File: src/rtl/profile_ci_sampler_pkg.sv
// Shared definitions for the profiling CI sampler: counter count, control
// word width, default CI identifier, sequencer state encodings and operand helpers.
package profile_ci_sampler_pkg;

  localparam int NUM_COUNTERS = 4;
  localparam int CTRL_WIDTH   = 12;

  localparam logic [7:0] DEFAULT_CUSTOM_ID = 8'h00;
  localparam logic [1:0] LAST_INDEX        = 2'd3;

  localparam logic [2:0] ST_IDLE       = 3'd0;
  localparam logic [2:0] ST_CTRL_ISSUE = 3'd1;
  localparam logic [2:0] ST_CTRL_WAIT  = 3'd2;
  localparam logic [2:0] ST_RD_ISSUE   = 3'd3;
  localparam logic [2:0] ST_RD_WAIT    = 3'd4;

  function automatic logic [31:0] selectWord(input logic [1:0] idx);
    return {30'd0, idx};
  endfunction

  function automatic logic [31:0] ctrlOperand(input logic [CTRL_WIDTH-1:0] word);
    return {{(32-CTRL_WIDTH){1'b0}}, word};
  endfunction

endpackage

File: src/rtl/profile_ci_xact.sv
// One CI transaction: holds the operands, raises ciStart while the sequencer
// is issuing, and reports completion or timeout relative to the start cycle.
module profile_ci_xact
  import profile_ci_sampler_pkg::*;
#(
  parameter int TIMEOUT = 16
)(
  input  logic                  clock,
  input  logic                  reset,
  input  logic                  i_load,
  input  logic [1:0]            i_sel,
  input  logic [CTRL_WIDTH-1:0] i_ctrl,
  input  logic                  i_issue,
  input  logic                  i_wait,
  input  logic                  ciDone,
  output logic                  ciStart,
  output logic [31:0]           ciValueA,
  output logic [31:0]           ciValueB,
  output logic                  o_done,
  output logic                  o_timeout
);

  localparam int            CW    = (TIMEOUT < 2) ? 1 : $clog2(TIMEOUT);
  localparam logic [CW-1:0] LIMIT = CW'(TIMEOUT - 1);

  logic [31:0]   r_valueA;
  logic [31:0]   r_valueB;
  logic [CW-1:0] r_elapsed;
  logic          w_active;
  logic [CW-1:0] w_elapsed;

  // The start cycle counts as cycle zero, so done is accepted for TIMEOUT cycles.
  assign w_active  = i_issue | i_wait;
  assign w_elapsed = i_issue ? '0 : r_elapsed;

  assign ciStart   = i_issue;
  assign ciValueA  = r_valueA;
  assign ciValueB  = r_valueB;
  assign o_done    = w_active & ciDone;
  assign o_timeout = w_active & ~ciDone & (w_elapsed == LIMIT);

  always_ff @(posedge clock) begin
    if (!reset) begin
      r_valueA  <= '0;
      r_valueB  <= '0;
      r_elapsed <= '0;
    end else begin
      if (i_load) begin
        r_valueA <= selectWord(i_sel);
        r_valueB <= ctrlOperand(i_ctrl);
      end
      if (i_issue) begin
        r_elapsed <= CW'(1);
      end else if (i_wait) begin
        r_elapsed <= r_elapsed + CW'(1);
      end
    end
  end

endmodule

File: src/rtl/profile_ci_sampler.sv
// Profiling CI initiator: issues counter-control CIs and four-read snapshots,
// committing snapshot data only when all four reads have completed.
module profile_ci_sampler
  import profile_ci_sampler_pkg::*;
#(
  parameter logic [7:0] CUSTOM_ID = DEFAULT_CUSTOM_ID,
  parameter int         TIMEOUT   = 16
)(
  input  logic                  clock,
  input  logic                  reset,
  input  logic                  writeCtrl,
  input  logic [CTRL_WIDTH-1:0] ctrlWord,
  input  logic                  startSnapshot,
  input  logic [1:0]            readIndex,
  output logic [31:0]           snapData,
  output logic                  snapValid,
  output logic                  snapDone,
  output logic                  busy,
  output logic                  reqDropped,
  output logic                  timeoutErr,
  output logic                  ciStart,
  output logic [7:0]            ciN,
  output logic [31:0]           ciValueA,
  output logic [31:0]           ciValueB,
  input  logic                  ciDone,
  input  logic [31:0]           ciResult
);

  logic [2:0]            r_state;
  logic                  r_pending;
  logic [1:0]            r_idx;
  logic                  r_snapValid;
  logic                  r_snapDone;
  logic                  r_reqDropped;
  logic                  r_timeoutErr;
  logic [31:0]           r_staging [NUM_COUNTERS];
  logic [31:0]           r_snap    [NUM_COUNTERS];

  logic [2:0]            w_nextState;
  logic                  w_idle;
  logic                  w_issue;
  logic                  w_wait;
  logic                  w_isRead;
  logic                  w_reqAny;
  logic                  w_done;
  logic                  w_timeout;
  logic                  w_load;
  logic [1:0]            w_loadSel;
  logic [CTRL_WIDTH-1:0] w_loadCtrl;

  assign w_idle   = (r_state == ST_IDLE);
  assign w_issue  = (r_state == ST_CTRL_ISSUE) || (r_state == ST_RD_ISSUE);
  assign w_wait   = (r_state == ST_CTRL_WAIT)  || (r_state == ST_RD_WAIT);
  assign w_isRead = (r_state == ST_RD_ISSUE)   || (r_state == ST_RD_WAIT);
  assign w_reqAny = writeCtrl | startSnapshot;

  assign snapData   = r_snap[readIndex];
  assign snapValid  = r_snapValid;
  assign snapDone   = r_snapDone;
  assign busy       = ~w_idle;
  assign reqDropped = r_reqDropped;
  assign timeoutErr = r_timeoutErr;
  assign ciN        = CUSTOM_ID;

  profile_ci_xact #(.TIMEOUT(TIMEOUT)) u_xact (
    .clock     (clock),
    .reset     (reset),
    .i_load    (w_load),
    .i_sel     (w_loadSel),
    .i_ctrl    (w_loadCtrl),
    .i_issue   (w_issue),
    .i_wait    (w_wait),
    .ciDone    (ciDone),
    .ciStart   (ciStart),
    .ciValueA  (ciValueA),
    .ciValueB  (ciValueB),
    .o_done    (w_done),
    .o_timeout (w_timeout)
  );

  // Operands are loaded on the edge entering an ISSUE state so they are valid with ciStart.
  always_comb begin
    w_nextState = r_state;
    w_load      = 1'b0;
    w_loadSel   = '0;
    w_loadCtrl  = '0;
    case (r_state)
      ST_IDLE: begin
        if (writeCtrl) begin
          w_nextState = ST_CTRL_ISSUE;
          w_load      = 1'b1;
          w_loadCtrl  = ctrlWord;
        end else if (startSnapshot) begin
          w_nextState = ST_RD_ISSUE;
          w_load      = 1'b1;
        end
      end
      ST_CTRL_ISSUE, ST_CTRL_WAIT: begin
        if (w_done) begin
          if (r_pending) begin
            w_nextState = ST_RD_ISSUE;
            w_load      = 1'b1;
          end else begin
            w_nextState = ST_IDLE;
          end
        end else if (w_timeout) begin
          w_nextState = ST_IDLE;
        end else begin
          w_nextState = ST_CTRL_WAIT;
        end
      end
      ST_RD_ISSUE, ST_RD_WAIT: begin
        if (w_done) begin
          if (r_idx == LAST_INDEX) begin
            w_nextState = ST_IDLE;
          end else begin
            w_nextState = ST_RD_ISSUE;
            w_load      = 1'b1;
            w_loadSel   = r_idx + 2'd1;
          end
        end else if (w_timeout) begin
          w_nextState = ST_IDLE;
        end else begin
          w_nextState = ST_RD_WAIT;
        end
      end
      default: w_nextState = ST_IDLE;
    endcase
  end

  always_ff @(posedge clock) begin
    if (!reset) begin
      r_state      <= ST_IDLE;
      r_pending    <= 1'b0;
      r_idx        <= '0;
      r_snapValid  <= 1'b0;
      r_snapDone   <= 1'b0;
      r_reqDropped <= 1'b0;
      r_timeoutErr <= 1'b0;
      for (int i = 0; i < NUM_COUNTERS; i++) begin
        r_staging[i] <= '0;
        r_snap[i]    <= '0;
      end
    end else begin
      r_state      <= w_nextState;
      r_snapDone   <= 1'b0;
      r_reqDropped <= ~w_idle & w_reqAny;
      if (w_idle && w_reqAny) begin
        r_timeoutErr <= 1'b0;
        r_pending    <= writeCtrl & startSnapshot;
        r_idx        <= '0;
      end
      if (w_done && !w_isRead) begin
        r_pending <= 1'b0;
      end
      // The last read bypasses staging so the commit sees all four words at once.
      if (w_done && w_isRead) begin
        r_staging[r_idx] <= ciResult;
        if (r_idx == LAST_INDEX) begin
          for (int i = 0; i < NUM_COUNTERS - 1; i++) begin
            r_snap[i] <= r_staging[i];
          end
          r_snap[NUM_COUNTERS-1] <= ciResult;
          r_snapValid <= 1'b1;
          r_snapDone  <= 1'b1;
        end else begin
          r_idx <= r_idx + 2'd1;
        end
      end
      if (w_timeout) begin
        r_timeoutErr <= 1'b1;
        r_pending    <= 1'b0;
        for (int i = 0; i < NUM_COUNTERS; i++) begin
          r_staging[i] <= '0;
        end
      end
    end
  end

endmodule

File: config.mk
export PLATFORM = sky130hd
export DESIGN_NAME = profile_ci_sampler
export DESIGN_NICKNAME = d
export VERILOG_FILES = /design/src/rtl/profile_ci_sampler_pkg.sv /design/src/rtl/profile_ci_xact.sv /design/src/rtl/profile_ci_sampler.sv
export SDC_FILE = /design/constraint.sdc
export NUM_CORES = 1
export LEC_CHECK = 0
export CORE_ASPECT_RATIO = 1.2
export CORE_MARGIN = 5
export CORE_UTILIZATION = 45
export CTS_BUF_LIST = sky130_fd_sc_hd__clkbuf_8
export CTS_CLUSTER_SIZE = 24
export DETAILED_ROUTE_END_ITERATION = 10
export GPL_ROUTABILITY_DRIVEN = 0
export PLACE_DENSITY = 0.73
export SYNTH_ARGS = -nofsm -noshare
export SYNTH_HDL_FRONTEND = slang
export SYNTH_HIERARCHICAL = 1
export SYNTH_SLANG_ARGS = --single-unit
File: constraint.sdc
create_clock -name clock -period 5.35 [get_ports clock]
set_clock_uncertainty 0.2 [all_clocks]
set_input_delay 1.3375 -clock clock [delete_from_list [all_inputs] [get_ports clock]]
set_output_delay 1.3375 -clock clock [all_outputs]
set_load 0.05 [all_outputs]
-- Word level (Yosys, flattened, before mapping)
Memory sizes are Yosys's and may differ from the RTL's.
Cells that the tools add are included.
- input bits: 51
- memories kept: 2
- flip-flop bits (word level): 28
- output and inout bits: 110
- logic and storage cells: 107
- bits in writable memories: 256
- memory list (memory ; depth ; width ; read ports ; clocked after Yosys merged registers in ; wr ports ; line ; RTL):
    r_snap ; 4 ; 32 ; 1 ; 0 ; 4 ; profile_ci_sampler.sv:37 ; logic [31:0] r_snap [NUM_COUNTERS];
    r_staging ; 4 ; 32 ; 3 ; 0 ; 4 ; profile_ci_sampler.sv:36 ; logic [31:0] r_staging [NUM_COUNTERS];
- $add $sub $neg: 2
- reduce and logical (&&, ||, !) cells: 16
- bitwise gates (word level): 18
- equality and inequality tests: 7
- muxes and demuxes: 51
- operator list (operator ; count):
    32-bit 2-to-1 mux ; 9
    32-bit OR reduction ; 1
    12-bit 2-to-1 mux ; 2
    1-bit 2-to-1 mux ; 22
    2-bit 2-to-1 mux ; 10
    3-bit 2-to-1 mux ; 5
    1-bit bitwise OR ; 10
    3-bit case mux with 3 select lines ; 1
    3-bit by 2-bit == test with 1-bit output, second input constant ; 2
    2-bit OR reduction ; 3
    1-bit AND ; 5
    4-bit by 1-bit adder with 4-bit output, second input constant ; 1
    4-bit == test, second input constant ; 1
    4-bit 2-to-1 mux ; 1
    2-bit nonzero test ; 2
    3-bit by 1-bit == test with 1-bit output, second input constant ; 1
    3-bit == test, second input constant ; 1
    1-bit logical AND ; 3
    3-bit zero test ; 1
    1-bit logical OR ; 3
    3-bit inequality test, second input constant ; 1
    1-bit NOT ; 3
    1-bit case mux with 3 select lines ; 1
    3-bit OR reduction ; 1
    other kinds (4) ; 4

-- Depth between registers and ports, before layout
Gate-level depths: netlist (run 1).
- depth after elaboration: 10
- gate-level depth with buffers: 11
- gate-level depth less buffers: 8

-- By module
Netlist (run 1), hierarchy kept.
- by module, submodules not included (module ; sequential area each (um^2) ; area each (um^2) ; instances ; cells each):
    profile_ci_sampler ; 6926.6 ; 9846.9 ; 1 ; 609
    profile_ci_xact ; 360.3 ; 1123.6 ; 1 ; 117

-- Worst setup path before layout (run 1)
Ideal clock, no wire load.
- kind: input-to-reg
- start point: input ciDone
- end point: memory r_snap[0][0], enable pin
- library setup time: 0.491 ns
- cell stages on the path: 4
- path slack: 0.134 ns
- arrival time: 4.525 ns
- required time: 4.659 ns
- path through: o21a_1 -> o21a_2 -> nand2_1 -> nand2_1
- RTL lines (element ; line ; RTL):
    start: declaration ; profile_ci_sampler.sv:25 ; input logic ciDone,
    end: declaration ; profile_ci_sampler.sv:37 ;

-- Worst setup path in the final report (run 1)
- start point: input readIndex[0]
- end point: output snapData[23]
- word-level cells in the longest chain between the ends: 1
- RTL lines (element ; line ; RTL):
    start: declaration ; profile_ci_sampler.sv:14 ; input logic [1:0] readIndex,
    memory 4 x 32 bit ; n/a ;
    end: declaration ; profile_ci_sampler.sv:15 ; output logic [31:0] snapData,
No other way between the ends.

==> impl.org, run 1 <==
** Outcome
- Status :: finished, final reports clean

** Synthesis
- Top cells by area, synth :: edfxtp_1 61%, and2_1 13%, mux4_2 6.6%
- The cell count after synthesis came out at roughly 730.
- Counting instances in the post-synthesis netlist gives the leading cell types as 224 x edfxtp_1, 221 x and2_1, 60 x buf_4.
- Cell with the most instances after synthesis :: edfxtp_1
- Sequential cell area fraction in the yosys report :: 0.664
- Summing every instance area after synthesis gives about 11000 sq um.
- A synthesized cell averages between 15 and 20 sq um.
- Number of enable-type register cells in the synthesized netlist :: 224
- Synth Warn # :: 6
- Number of flip-flops and latches in the synthesized netlist :: 252
- Library cells used by synthesis :: 47
- The share of synthesized area in the top cell type comes to 0.613.
- In the synthesized netlist the dominant register cell turns out to be edfxtp_1.
- Async set-or-reset flop fraction in the synthesized netlist :: 0
- Post-synth top area cell :: edfxtp_1

** Clocking
- In this run the number of H-tree levels came out at 2.
- CTS placed an instance of clkbuf_8 at the clock tree root.
- CTS Buf Count :: 40
- Clock Sinks :: 252
- The number of hold buffers added after CTS was 0.
- Buffer count from post-CTS setup fixing :: 0
- Clock-pin slew was measured on the worst setup and hold paths at approximately 0.06 ns.
- Clock tree from TritonCTS :: done
- Counting along the longest clock path gives a buffer depth of 3.
- Once the clock tree was built, the resizer swapped 0 gates to a different size.
- The later pin in the worst-skew pair is clocked with a latency of 0.50 ns.

** Timing
- Hold violation total from the final report :: 0
- Of the available clock period, the critical path in the final layout requires 0.851.
- The worst pin sits at a relative slew slack of 0.286.
- Subtracting the final worst setup slack from the clock period gives between 4 and 5 ns.
- Worst-Margin Slew :: approximately 1.1 ns
- Timing would allow up to about 220 MHz.
- RSZ-0062 raised after global routing :: false
- The max-slew violation total from the final report came to 0.
- Final-layout setup total negative slack :: 0 ns
- The tightest hold path in the finished design has a slack of around 0.26 ns.
- Final setup violation count :: 0

** Global route
- Summed over all layers, the global routing overflow is 0.
- Number of antenna violations at the first check in global routing :: 0
- The via count of the first global-routing pass was ~5800.
- Entering global routing, the biggest net connects roughly 130 pins.
- Global-route wire length before repair :: a little over 30 mm
- Total routing resource utilization after global routing :: 0.140

** Power and ir drop
- For this design the ratio of total power to cell area is 334 nW/um^2.
- Worst voltage drop across the vdd grid :: about 0.15 mV
- In this run the static leakage power is 4.93 nW.

** Worst hold path
- The tightest min-delay check is of the reg -> reg type.

** Detailed routing
- Detailed-route DRC error count :: 0
- Total length of routed wires :: 19.5 mm
- Before antenna repair, the detailed router went through 4 iterations.
- DR vias :: approximately 5600
- Drt wl/cell :: ~16 microns
- DR vias/cell :: around 4.7
- The detail route stage leaves a number of antenna-violating nets equal to 0.
- For this block, the initial DRC count from the detailed router was between 200 and 300.

** Floorplanning
- Top Ports :: ~160
- The die is around 150 microns wide.
- In this run the vertical extent of the chip is roughly 180 microns.
- Starting density of the core :: 0.458
- Rows :: 62
- In this run the standard cell core region covers 24000 sq um.
- The die covers about 28000 sq um.

** Finish
- The number of antenna diodes in the final layout is 0.
- Share of post-route cells with drive strength above 1 :: 0.120
- Finished Cell Area :: ~13000 sq um
- The final layout contains between 800 and 900 nets.
- Compared with the post-synthesis result, the final layout area differs by 16.3%.
- The layout has 1982 filler cells.
- Final core utilization :: 0.532

** Worst setup path
- The worst setup path is captured at an output pin.
- Critical path class :: in -> out
- Crit start category :: primary input
- The number of buffers and inverters on the critical path is 3.
- CP top delay family :: buffers and inverters
- STA puts the critical path data arrival time at around 3 ns.
- Maximum fanout count along the critical path :: 32
- The largest single stage delay on the critical path is between 0.7 and 0.8 ns.
- The slowest stage of the critical path is the clkdlybuf4s50_1 cell.
- The signal on the critical path passes through buf_2 -> buf_12 -> mux4_2 -> clkdlybuf4s50_1.
- For the worst setup path, the data required time is roughly 3.8 ns.

** Place
- PortBufs :: ~100
- Total placed instance area :: 12000 sq um
- Detail Placement HPWL :: approximately 12 mm

** Job
- Max-cap violation count :: 0
## layout by cell type, fill, tap and decap left out, types with 4 or more instances in the layout
cell type	Yosys	routed
nand2_1	7	6
clkbuf_8	0	42
and2_0	6	6
dfxtp_1	28	28
ha_1	5	5
mux2i_1	18	18
and2_1	221	221
and4b_1	4	4
mux4_2	32	32
and3_1	12	12
nor2_1	5	5
clkdlybuf4s50_1	0	100
inv_1	4	28
edfxtp_1	224	224
nor2b_1	17	17
conb_1	2	58
buf_4	60	11
o21ai_0	5	4
## worst reg2reg max path: stages, from the launching register on
cell	delay [ns]
dfxtp_1	0.53
xnor2_1	0.12
nor2_1	0.37
nand4_1	0.22
nor4b_1	0.28
buf_4	0.21
nand2b_1	0.20
a21o_2	0.24
buf_4	0.41
## final timing paths
check	depth (start not counted)	slack, ns	start	endpoint
min	1	0.26	snapValid	snapValid
max	4	0.80	readIndex[0]	snapData[23]
max reg2reg	8	2.20	r_state[1]	r_staging[0][17]
min reg2reg	1	0.26	snapValid	snapValid
## state kept, by name, indices dropped and copies added (netlist names), 2 cells and up
signal and count:
u_xact/ciValueA 2, r_snap 128, r_idx 2, u_xact/r_elapsed 4, r_staging 96, u_xact/ciValueB 12, r_state 3
## per-layer routing
layer | track usage | part of all wire | vias up
met1 | 0.168 | 0.41 | 2726
li1 | - | - | 2694
met2 | 0.251 | 0.52 | 128
met3 | 0.0313 | 0.049 | 31
met4 | 0.0449 | 0.019 | 0
met5 | 0 | 0 | -
## area by class of cell
cell class                      count  area (sq um)  area share
Clock inverter                     32           158      0.0124
Inverter                            4          15.0     0.00118
Sequential cell                   252          7290       0.571
Multi-Input combinational cell    428          3190       0.250
Tap cell                          320           400      0.0314
Timing Repair Buffer              115          1130      0.0888
Clock buffer                       42           578      0.0453
## logic make-up after synthesis
family          count (synthesis)  share of synthesized area
compound gates                 20                     0.0124
xor+xnor                        2                    0.00160
fa+ha+maj                       5                    0.00570
buf+inv                       102                     0.0654
flops                         252                      0.664
mux                            50                     0.0821
other cells                     2                   0.000685
simple gates                  293                      0.168
## power breakdown
part / switching [mW] / internal (mW)
combinational: 0.358 / 0.179
sequential: 0.0341 / 2.21
clock: 0.704 / 0.778
total: 1.10 / 3.17
## per-stage QoR
stage               power (mW)  setup slack [ns]  cells
floorplan                 2.71             0.134    782
detailed placement        2.83             0.779   1119
CTS                       4.33             0.772   1193
finish                    4.27             0.797   1193
global route              4.46             0.716   1193
global placement          2.82             0.782   1119
Note: power is estimated with default switching activity, not from simulation.
==> inputs of run 2 (changes only) <==
--- a/config.mk
+++ b/config.mk
@@ -5,14 +5,16 @@
 export SDC_FILE = /design/constraint.sdc
 export NUM_CORES = 1
 export LEC_CHECK = 0
+export CELL_PAD_IN_SITES_DETAIL_PLACEMENT = 1
+export CELL_PAD_IN_SITES_GLOBAL_PLACEMENT = 1
 export CORE_ASPECT_RATIO = 1.2
 export CORE_MARGIN = 5
-export CORE_UTILIZATION = 45
+export CORE_UTILIZATION = 42
 export CTS_BUF_LIST = sky130_fd_sc_hd__clkbuf_8
 export CTS_CLUSTER_SIZE = 24
 export DETAILED_ROUTE_END_ITERATION = 10
 export GPL_ROUTABILITY_DRIVEN = 0
-export PLACE_DENSITY = 0.73
+export PLACE_DENSITY = 0.8
 export SYNTH_ARGS = -nofsm -noshare
 export SYNTH_HDL_FRONTEND = slang
 export SYNTH_HIERARCHICAL = 1
==> run 2 against run 1 <==
Combinational power is essentially flat; utilization down 3.3 points; largest power group unchanged; via count rose by 2.3%; global-route usage is 1.5 points higher; cell count grew 0.75%; highest routed layer is now met5.
==> impl.org, run 2 (synthesis gave the netlist of run 1 again) <==
** Finish
- Most used cells in the layout excluding fill and tap cells :: 224 x edfxtp_1, 221 x and2_1, 100 x clkdlybuf4s50_1 (unchanged)
- The count of antenna diodes in the layout is 0 (unchanged).
- The fraction of final layout cells with drive strength greater than 1 was 0.127 (was 0.120).
- Number of nets in the layout :: 897 (unchanged)
- The most common library cell in the layout ignoring fill and taps is edfxtp_1 (unchanged).
- Fill cell count :: 2573 (was 1982)
- Largest register FFs :: 128 (unchanged)
- The most flop-heavy register is r_snap (unchanged).
- The area overhead of the layout relative to synthesis was 16.6% (was 16.3%).

** Outcome
- Status :: finished, final reports clean (unchanged)

** Job
- The reported max-cap violation count is 0 (unchanged).

** Power and ir drop
- Power after layout :: 4.31 mW (was 4.27 mW)
- Part of the total power dissipated in the clock network :: 0.352 (was 0.347)
- Internal power summed over all cells :: 3.18 mW (was 3.17 mW)
- The power density over the cells is 337 nW/um^2 (was 334 nW/um^2).
- The power dissipated by switching net loads was 1.13 mW (was 1.10 mW).
- The leakage power summed over all cells is 4.88 nW (was 4.93 nW).
- The switching share of total power was 0.263 (was 0.257).
- Power share of the sequential group :: 0.522 (was 0.527)
- The share of power burned in combinational logic came to 0.125 (was 0.126).
- The worst-case vdd ir drop came to 0.185 mV (was 0.152 mV).

** Worst setup path
- The maximum net fanout on the critical path came to 32 (unchanged).
- Kind of end point of the critical path :: output pin (unchanged)
- The critical path arrival was 3.03 ns (was 3.02 ns).
- The worst reg-to-reg path cell count is 8 (unchanged).
- The kind of start point of the critical path is a primary input (unchanged).
- Required time reported for the critical path endpoint :: 3.81 ns (about the same)
- The reg2reg setup slack came to 1.96 ns (was 2.20 ns).
- The startpoint of the most critical register-to-register path was r_state[1] (unchanged).
- Capture instance of the worst register-to-register path :: r_staging[0][31] (was r_staging[0][17])
- The category of the critical setup timing path is in -> out (unchanged).

** Clocking
- CTS Buf Count :: 41 (was 40)
- The TritonCTS sink count is 252 (unchanged).
- Level count of the clock H-tree :: 2 (unchanged)
- The cell at the root of the clock tree is clkbuf_8 (unchanged).
- Clock transition at the registers of the reported paths :: 0.06 ns (about the same)
- The number of buffers inserted by hold repair at cts was 0 (unchanged).
- The TritonCTS clock tree is done (unchanged).
- Count of cells resized by post-cts repair :: 0 (unchanged)
- Buffer count from post-CTS setup fixing :: 0 (unchanged)
- The number of buffers between clock root and the deepest sink was 3 (unchanged).
- The latest clock arrival within the worst-skew pair is 0.52 ns (was 0.50 ns).

** Timing
- The achievable frequency is 219 MHz (was 220 MHz).
- The final critical-path required period came to 4.57 ns (was 4.55 ns).
- The relative max-transition margin was 0.368 (was 0.286).
- Hold violation total from the final report :: 0 (unchanged)
- Worst hold margin :: 0.255 ns (was 0.257 ns)
- The slew of the pin with the lowest slew margin was 0.948 ns (was 1.07 ns).
- The number of setup violations in the final report was 0 (unchanged).
- The setup TNS was 0 ns (unchanged).
- The final critical-path share of the clock period is 0.853 (was 0.851).
- Final Max Slew Viols :: 0 (unchanged)
- RSZ-0062 raised after global routing :: false (unchanged)

** Floorplanning
- DIE AREA :: 29500 sq um (was 27600 sq um)
- Rows :: 64 (was 62)
- Top Ports :: 161 (unchanged)
- Overall die height :: 187 microns (was 181 microns)
- The die outline width came to 158 microns (was 153 microns).
- The core area is 25600 sq um (was 24000 sq um).
- The initial standard-cell utilization of the core came to 0.428 (was 0.458).

** Place
- Detail Placement HPWL :: 14.3 mm (was 11.9 mm)
- PortBufs :: 102 (unchanged)

** Global route
- The via count of the first global-routing pass is 6305 (was 5765).
- Global-route wire length before repair :: 35.7 mm (was 31.0 mm)
- Total gr overflow :: 0 (unchanged)
- Number of antenna violations at the first check in global routing :: 1 (was 0)
- The overall fraction of global-route tracks in use was 0.155 (was 0.140).
- The largest net degree at the start of global routing is 85 (was 131).

** Detailed routing
- The detailed-route vias per instance is 4.75 (was 4.68).
- The DRC violation count after routing was 0 (unchanged).
- ANT nets after route :: 0 (unchanged)
- The wire length per cell is 18.6 microns (was 16.4 microns).
- The total via count after detailed routing came to 5708 (was 5579).
- The count of routing violations after the opening detailed-route iteration is 196 (was 270).
- Total length of routed wires :: 22.4 mm (was 19.5 mm)
- The number of search-and-repair iterations in the first detailed-routing pass was 5 (was 4).

** Worst hold path
- The sink of the worst hold path was snapValid (unchanged).
- The class of the tightest hold or removal check was reg -> reg (unchanged).
- The hold path startpoint was snapValid (unchanged).
- Worst hold path depth :: 1 (unchanged)
-- run 2: cell types whose count changed in the layout (fill, tap and decap cells not counted), sizes merged --
cell	change
buf	-1
clkinv	+15
inv	-14
clkinvlp	-1
-- run 2: area by class of cell --
class                   instances  area [sq um]  share of cell area
clock inverters                32           165              0.0129
clock buffers                  42           578              0.0452
multi-input cells             428          3190               0.250
flip-flops and latches        252          7290               0.570
repair buffers                114          1140              0.0890
inverters                       4          15.0             0.00117
well taps                     330           413              0.0323
-- run 2: critical path, stage by stage --
cell and delay, ns:
buf_2 0.10, buf_12 0.28, mux4_2 0.57, clkdlybuf4s50_1 0.73
-- run 2: through the flow --
| stage | instances | setup slack (ns) | util | area (sq um) |
|---|---|---|---|---|
| after floorplan | 782 | 0.134 | - | 11200 |
| after CTS | 1202 | 0.754 | 0.499 | 12800 |
| after global placement | 1128 | 0.770 | 0.470 | 12000 |
| final | 1202 | 0.785 | 0.499 | 12800 |
| after global routing | 1202 | 0.705 | 0.499 | 12800 |
| after detailed placement | 1128 | 0.759 | 0.470 | 12000 |
-- run 2: worst max path at each step --
stage	startpoint	cells after the start	to
finish	readIndex[0]	4	snapData[22]
global route	readIndex[0]	4	snapData[26]
CTS	readIndex[0]	4	snapData[26]
detailed placement	readIndex[0]	4	snapData[26]
global placement	readIndex[0]	4	snapData[22]
floorplan	ciDone	4	r_snap[0][0]
-- run 2: routing by layer --
layer  vias up  global-route usage  wire, microns
li1       2704                   -              -
met1      2820               0.190           8830
met2       144               0.270          11800
met3        38              0.0403           1310
met4         2              0.0457            440
met5         -                   0             13
-- run 2: power by group through the flow --
stage / logic [mW] / clock network [mW] / registers, mW
global route: 0.576 / 1.69 / 2.26
floorplan: 0.399 / 0 / 2.31
finish: 0.540 / 1.52 / 2.25
detailed placement: 0.544 / 0 / 2.29
global placement: 0.536 / 0 / 2.29
CTS: 0.547 / 1.57 / 2.25
==> inputs of run 3 (changes only) <==
--- a/config.mk
+++ b/config.mk
@@ -9,12 +9,12 @@
 export CELL_PAD_IN_SITES_GLOBAL_PLACEMENT = 1
 export CORE_ASPECT_RATIO = 1.2
 export CORE_MARGIN = 5
-export CORE_UTILIZATION = 42
+export CORE_UTILIZATION = 50
 export CTS_BUF_LIST = sky130_fd_sc_hd__clkbuf_8
 export CTS_CLUSTER_SIZE = 24
 export DETAILED_ROUTE_END_ITERATION = 10
 export GPL_ROUTABILITY_DRIVEN = 0
-export PLACE_DENSITY = 0.8
+export PLACE_DENSITY = 0.89
 export SYNTH_ARGS = -nofsm -noshare
 export SYNTH_HDL_FRONTEND = slang
 export SYNTH_HIERARCHICAL = 1
==> constraint.sdc (replaced) <==
create_clock -name clock -period 5.4 [get_ports clock]
set_clock_uncertainty 0.2 [all_clocks]
set_input_delay 1.35 -clock clock [delete_from_list [all_inputs] [get_ports clock]]
set_output_delay 1.35 -clock clock [all_outputs]
set_load 0.05 [all_outputs]
==> run 3 against run 2 <==
Critical path depth did not move; sequential share of layout area is 0.28 points higher; clock power decreased by 3%; register-to-register slack improved by 0.14 ns; sequential power is essentially flat; critical endpoint is now snapData[27]; highest routed layer unchanged.
==> impl.org, run 3 (synthesis gave the netlist of run 1 again) <==
** Worst setup path
- Kind of end point of the critical path :: output pin (unchanged)
- Worst-path cell with the longest stage delay :: clkdlybuf4s50_1 (unchanged)
- The reg2reg setup slack was 2.10 ns (was 1.96 ns).
- The startpoint of the most critical register-to-register path was r_state[1] (unchanged).
- The required time at the endpoint of the critical path was 3.85 ns (was 3.81 ns).
- The maximum net fanout on the critical path was 13 (was 32).
- Capture instance of the worst register-to-register path :: r_snap[2][29] (was r_staging[0][31])
- The biggest cell delay along the critical path came to 0.74 ns (was 0.73 ns).
- The worst reg-to-reg path cell count was 7 (was 8).
- The kind of start point of the critical path was a primary input (unchanged).
- List of cells traversed by the critical path :: buf_2 -> buf_4 -> mux4_2 -> clkdlybuf4s50_1 (was buf_2 -> buf_12 -> mux4_2 -> clkdlybuf4s50_1)
- The category of the critical setup timing path was in -> out (unchanged).
- Data arrival at the endpoint of the critical path :: 3.09 ns (was 3.03 ns)

** Timing
- After layout, the minimum clock period comes to about 4.6 ns.
- Hold violation total from the final report :: 0 (unchanged)
- RSZ-0062 raised after global routing: false (unchanged).
- Final setup margin :: 0.756 ns (was 0.785 ns)
- Of the available clock period, the critical path in the final layout requires 0.860.
- The max-slew violation total from the final report is 0 (unchanged).
- Final setup violation count :: 0 (unchanged)
- Worst relative slew slack :: 0.289 (was 0.368)
- Worst-Margin Slew :: 1.07 ns (was 0.948 ns)
- Derived from the worst setup path, the maximum achievable clock frequency is approximately 220 MHz.
- The setup TNS came to 0 ns (unchanged).

** Clocking
- Number of buffers between clock root and the deepest sink :: 3 (unchanged)
- Level count of the clock H-tree :: 2 (unchanged)
- The TritonCTS sink count was 252 (unchanged).
- The number of clock buffers inserted by TritonCTS came to 40 (was 41).
- The clock input transition at the sequential cells of the worst setup and hold paths is 0.05 ns (was 0.06 ns).
- Count of hold buffers inserted by post-cts repair :: 0 (unchanged)
- The number of resized instances in the post-cts repair step is 0 (unchanged).
- Buffer count from post-CTS setup fixing :: 0 (unchanged)
- The latest clock arrival within the worst-skew pair is 0.52 ns (about the same).
- Buffer cell driving the clock tree root :: clkbuf_8 (unchanged)
- Clock tree from TritonCTS :: done (unchanged)

** Power and ir drop
- The leakage power summed over all cells is 4.89 nW (was 4.88 nW).
- The worst-case vdd ir drop is 0.227 mV (was 0.185 mV).
- The power density over the cells was 333 nW/um^2 (was 337 nW/um^2).
- Power after layout :: 4.24 mW (was 4.31 mW)

** Global route
- Total routing resource utilization after global routing :: 0.186 (was 0.155)
- Total gr overflow :: 0 (unchanged)
- The first-pass GRT wire length came to 36.3 mm (was 35.7 mm).
- Number of antenna violations at the first check in global routing :: 2 (was 1)
- The via count of the first global-routing pass was 6446 (was 6305).
- Pin count of the biggest net entering global routing :: 131 (was 85)

** Place
- The pre-CTS setup slack is 0.760 ns (was 0.759 ns).
- The estimated wirelength of the detail-placed design came to 16.1 mm (was 14.3 mm).
- The port buffer count came to 102 (unchanged).

** Worst hold path
- Hold path startpoint :: snapValid (unchanged)
- The class of the tightest hold or removal check was reg -> reg (unchanged).
- The worst hold path stage count was 1 (unchanged).
- The sink of the worst hold path is snapValid (unchanged).

** Outcome
- Status: finished, final reports clean (unchanged).

** Finish
- The share of the core filled with cells in the final layout was 0.588 (was 0.499).
- Area grow syn2layout :: 16.0% (was 16.6%)
- The count of filler cells inserted in the layout is 2087 (was 2573).
- Most used cells in the layout excluding fill and tap cells: 224 x edfxtp_1, 221 x and2_1, 100 x clkdlybuf4s50_1 (unchanged).
- The flip-flop count of the largest register after layout came to 128 (unchanged).
- Number of nets in the layout :: 899 (was 897)
- The most common library cell in the layout ignoring fill and taps is edfxtp_1 (unchanged).
- The most flop-heavy register is r_snap (unchanged).
- The fraction of final layout cells with drive strength greater than 1 came to 0.123 (was 0.127).

** Detailed routing
- The detailed-route wire length was 23.6 mm (was 22.4 mm).
- DR pass1 iterations :: 4 (was 5)
- Drt wl/cell :: 20.6 microns (was 18.6 microns)
- DR vias/cell :: 5.03 (was 4.75)
- ANT nets after route :: 0 (unchanged)
- Detailed-route DRC error count :: 0 (unchanged)
- The total via count after detailed routing is 5765 (was 5708).
- Drt first-iter violations :: 174 (was 196)

** Floorplanning
- The boundary pin count came to 161 (unchanged).
- The die outline width came to 145 microns (was 158 microns).
- The area of the die was 25000 sq um (was 29500 sq um).
- The overall die height came to 172 microns (was 187 microns).
- The initial standard-cell utilization of the core was 0.507 (was 0.428).
- The number of cell rows is 59 (was 64).
- Area inside the core boundary :: 21600 sq um (was 25600 sq um)

** Job
- Max-cap violation count :: 0 (unchanged)
run 3: final cells by class:
cell class | count | area (sq um) | share of cell area
Clock buffer | 42 | 578 | 0.0454
Tap cell | 274 | 343 | 0.0269
Clock inverter | 27 | 139 | 0.0109
Timing Repair Buffer | 117 | 1170 | 0.0922
Inverter | 4 | 15.0 | 0.00118
Multi-Input combinational cell | 428 | 3190 | 0.251
Sequential cell | 252 | 7290 | 0.573
Antenna cell | 1 | 2.50 | 0.000197
run 3: routing by layer:
layer | track usage | part of all wire | wire (microns) | vias to the layer above
li1 | - | - | - | 2696
met1 | 0.201 | 0.36 | 8590 | 2877
met2 | 0.360 | 0.56 | 13200 | 147
met3 | 0.0435 | 0.047 | 1120 | 43
met4 | 0.0621 | 0.026 | 606 | 2
met5 | 0 | 0.00055 | 13 | -
run 3: worst max path at each step:
stage,endpoint,start,slack (ns)
final,snapData[27],readIndex[1],0.76
after detailed placement,snapData[22],readIndex[1],0.76
after global placement,snapData[24],readIndex[0],0.82
after global routing,snapData[27],readIndex[1],0.71
after CTS,snapData[27],readIndex[1],0.74
after floorplan,r_snap[0][0],ciDone,0.17
run 3: metrics by stage:
stage                     std cells  hold slack (ns)  instance area, sq um
after floorplan                 782            0.257                 11200
after global placement         1075            0.238                 12000
after detailed placement       1075            0.251                 12000
after CTS                      1144            0.263                 12700
after global routing           1145            0.303                 12700
final                          1145            0.256                 12700
run 3: power breakdown:
part / leakage [nW] / total [mW] / internal (mW) / switching (mW)
sequential: 2.54 / 2.23 / 2.19 / 0.0395
clock: 0.406 / 1.47 / 0.765 / 0.702
combinational: 1.94 / 0.540 / 0.178 / 0.362
total: 4.89 / 4.24 / 3.14 / 1.10
run 3: worst max-delay path: cells and delay by family:
| kind | cells | cell delay, ns |
|---|---|---|
| multiplexers | 1 | 0.35 |
| buffers and inverters | 3 | 1.39 |
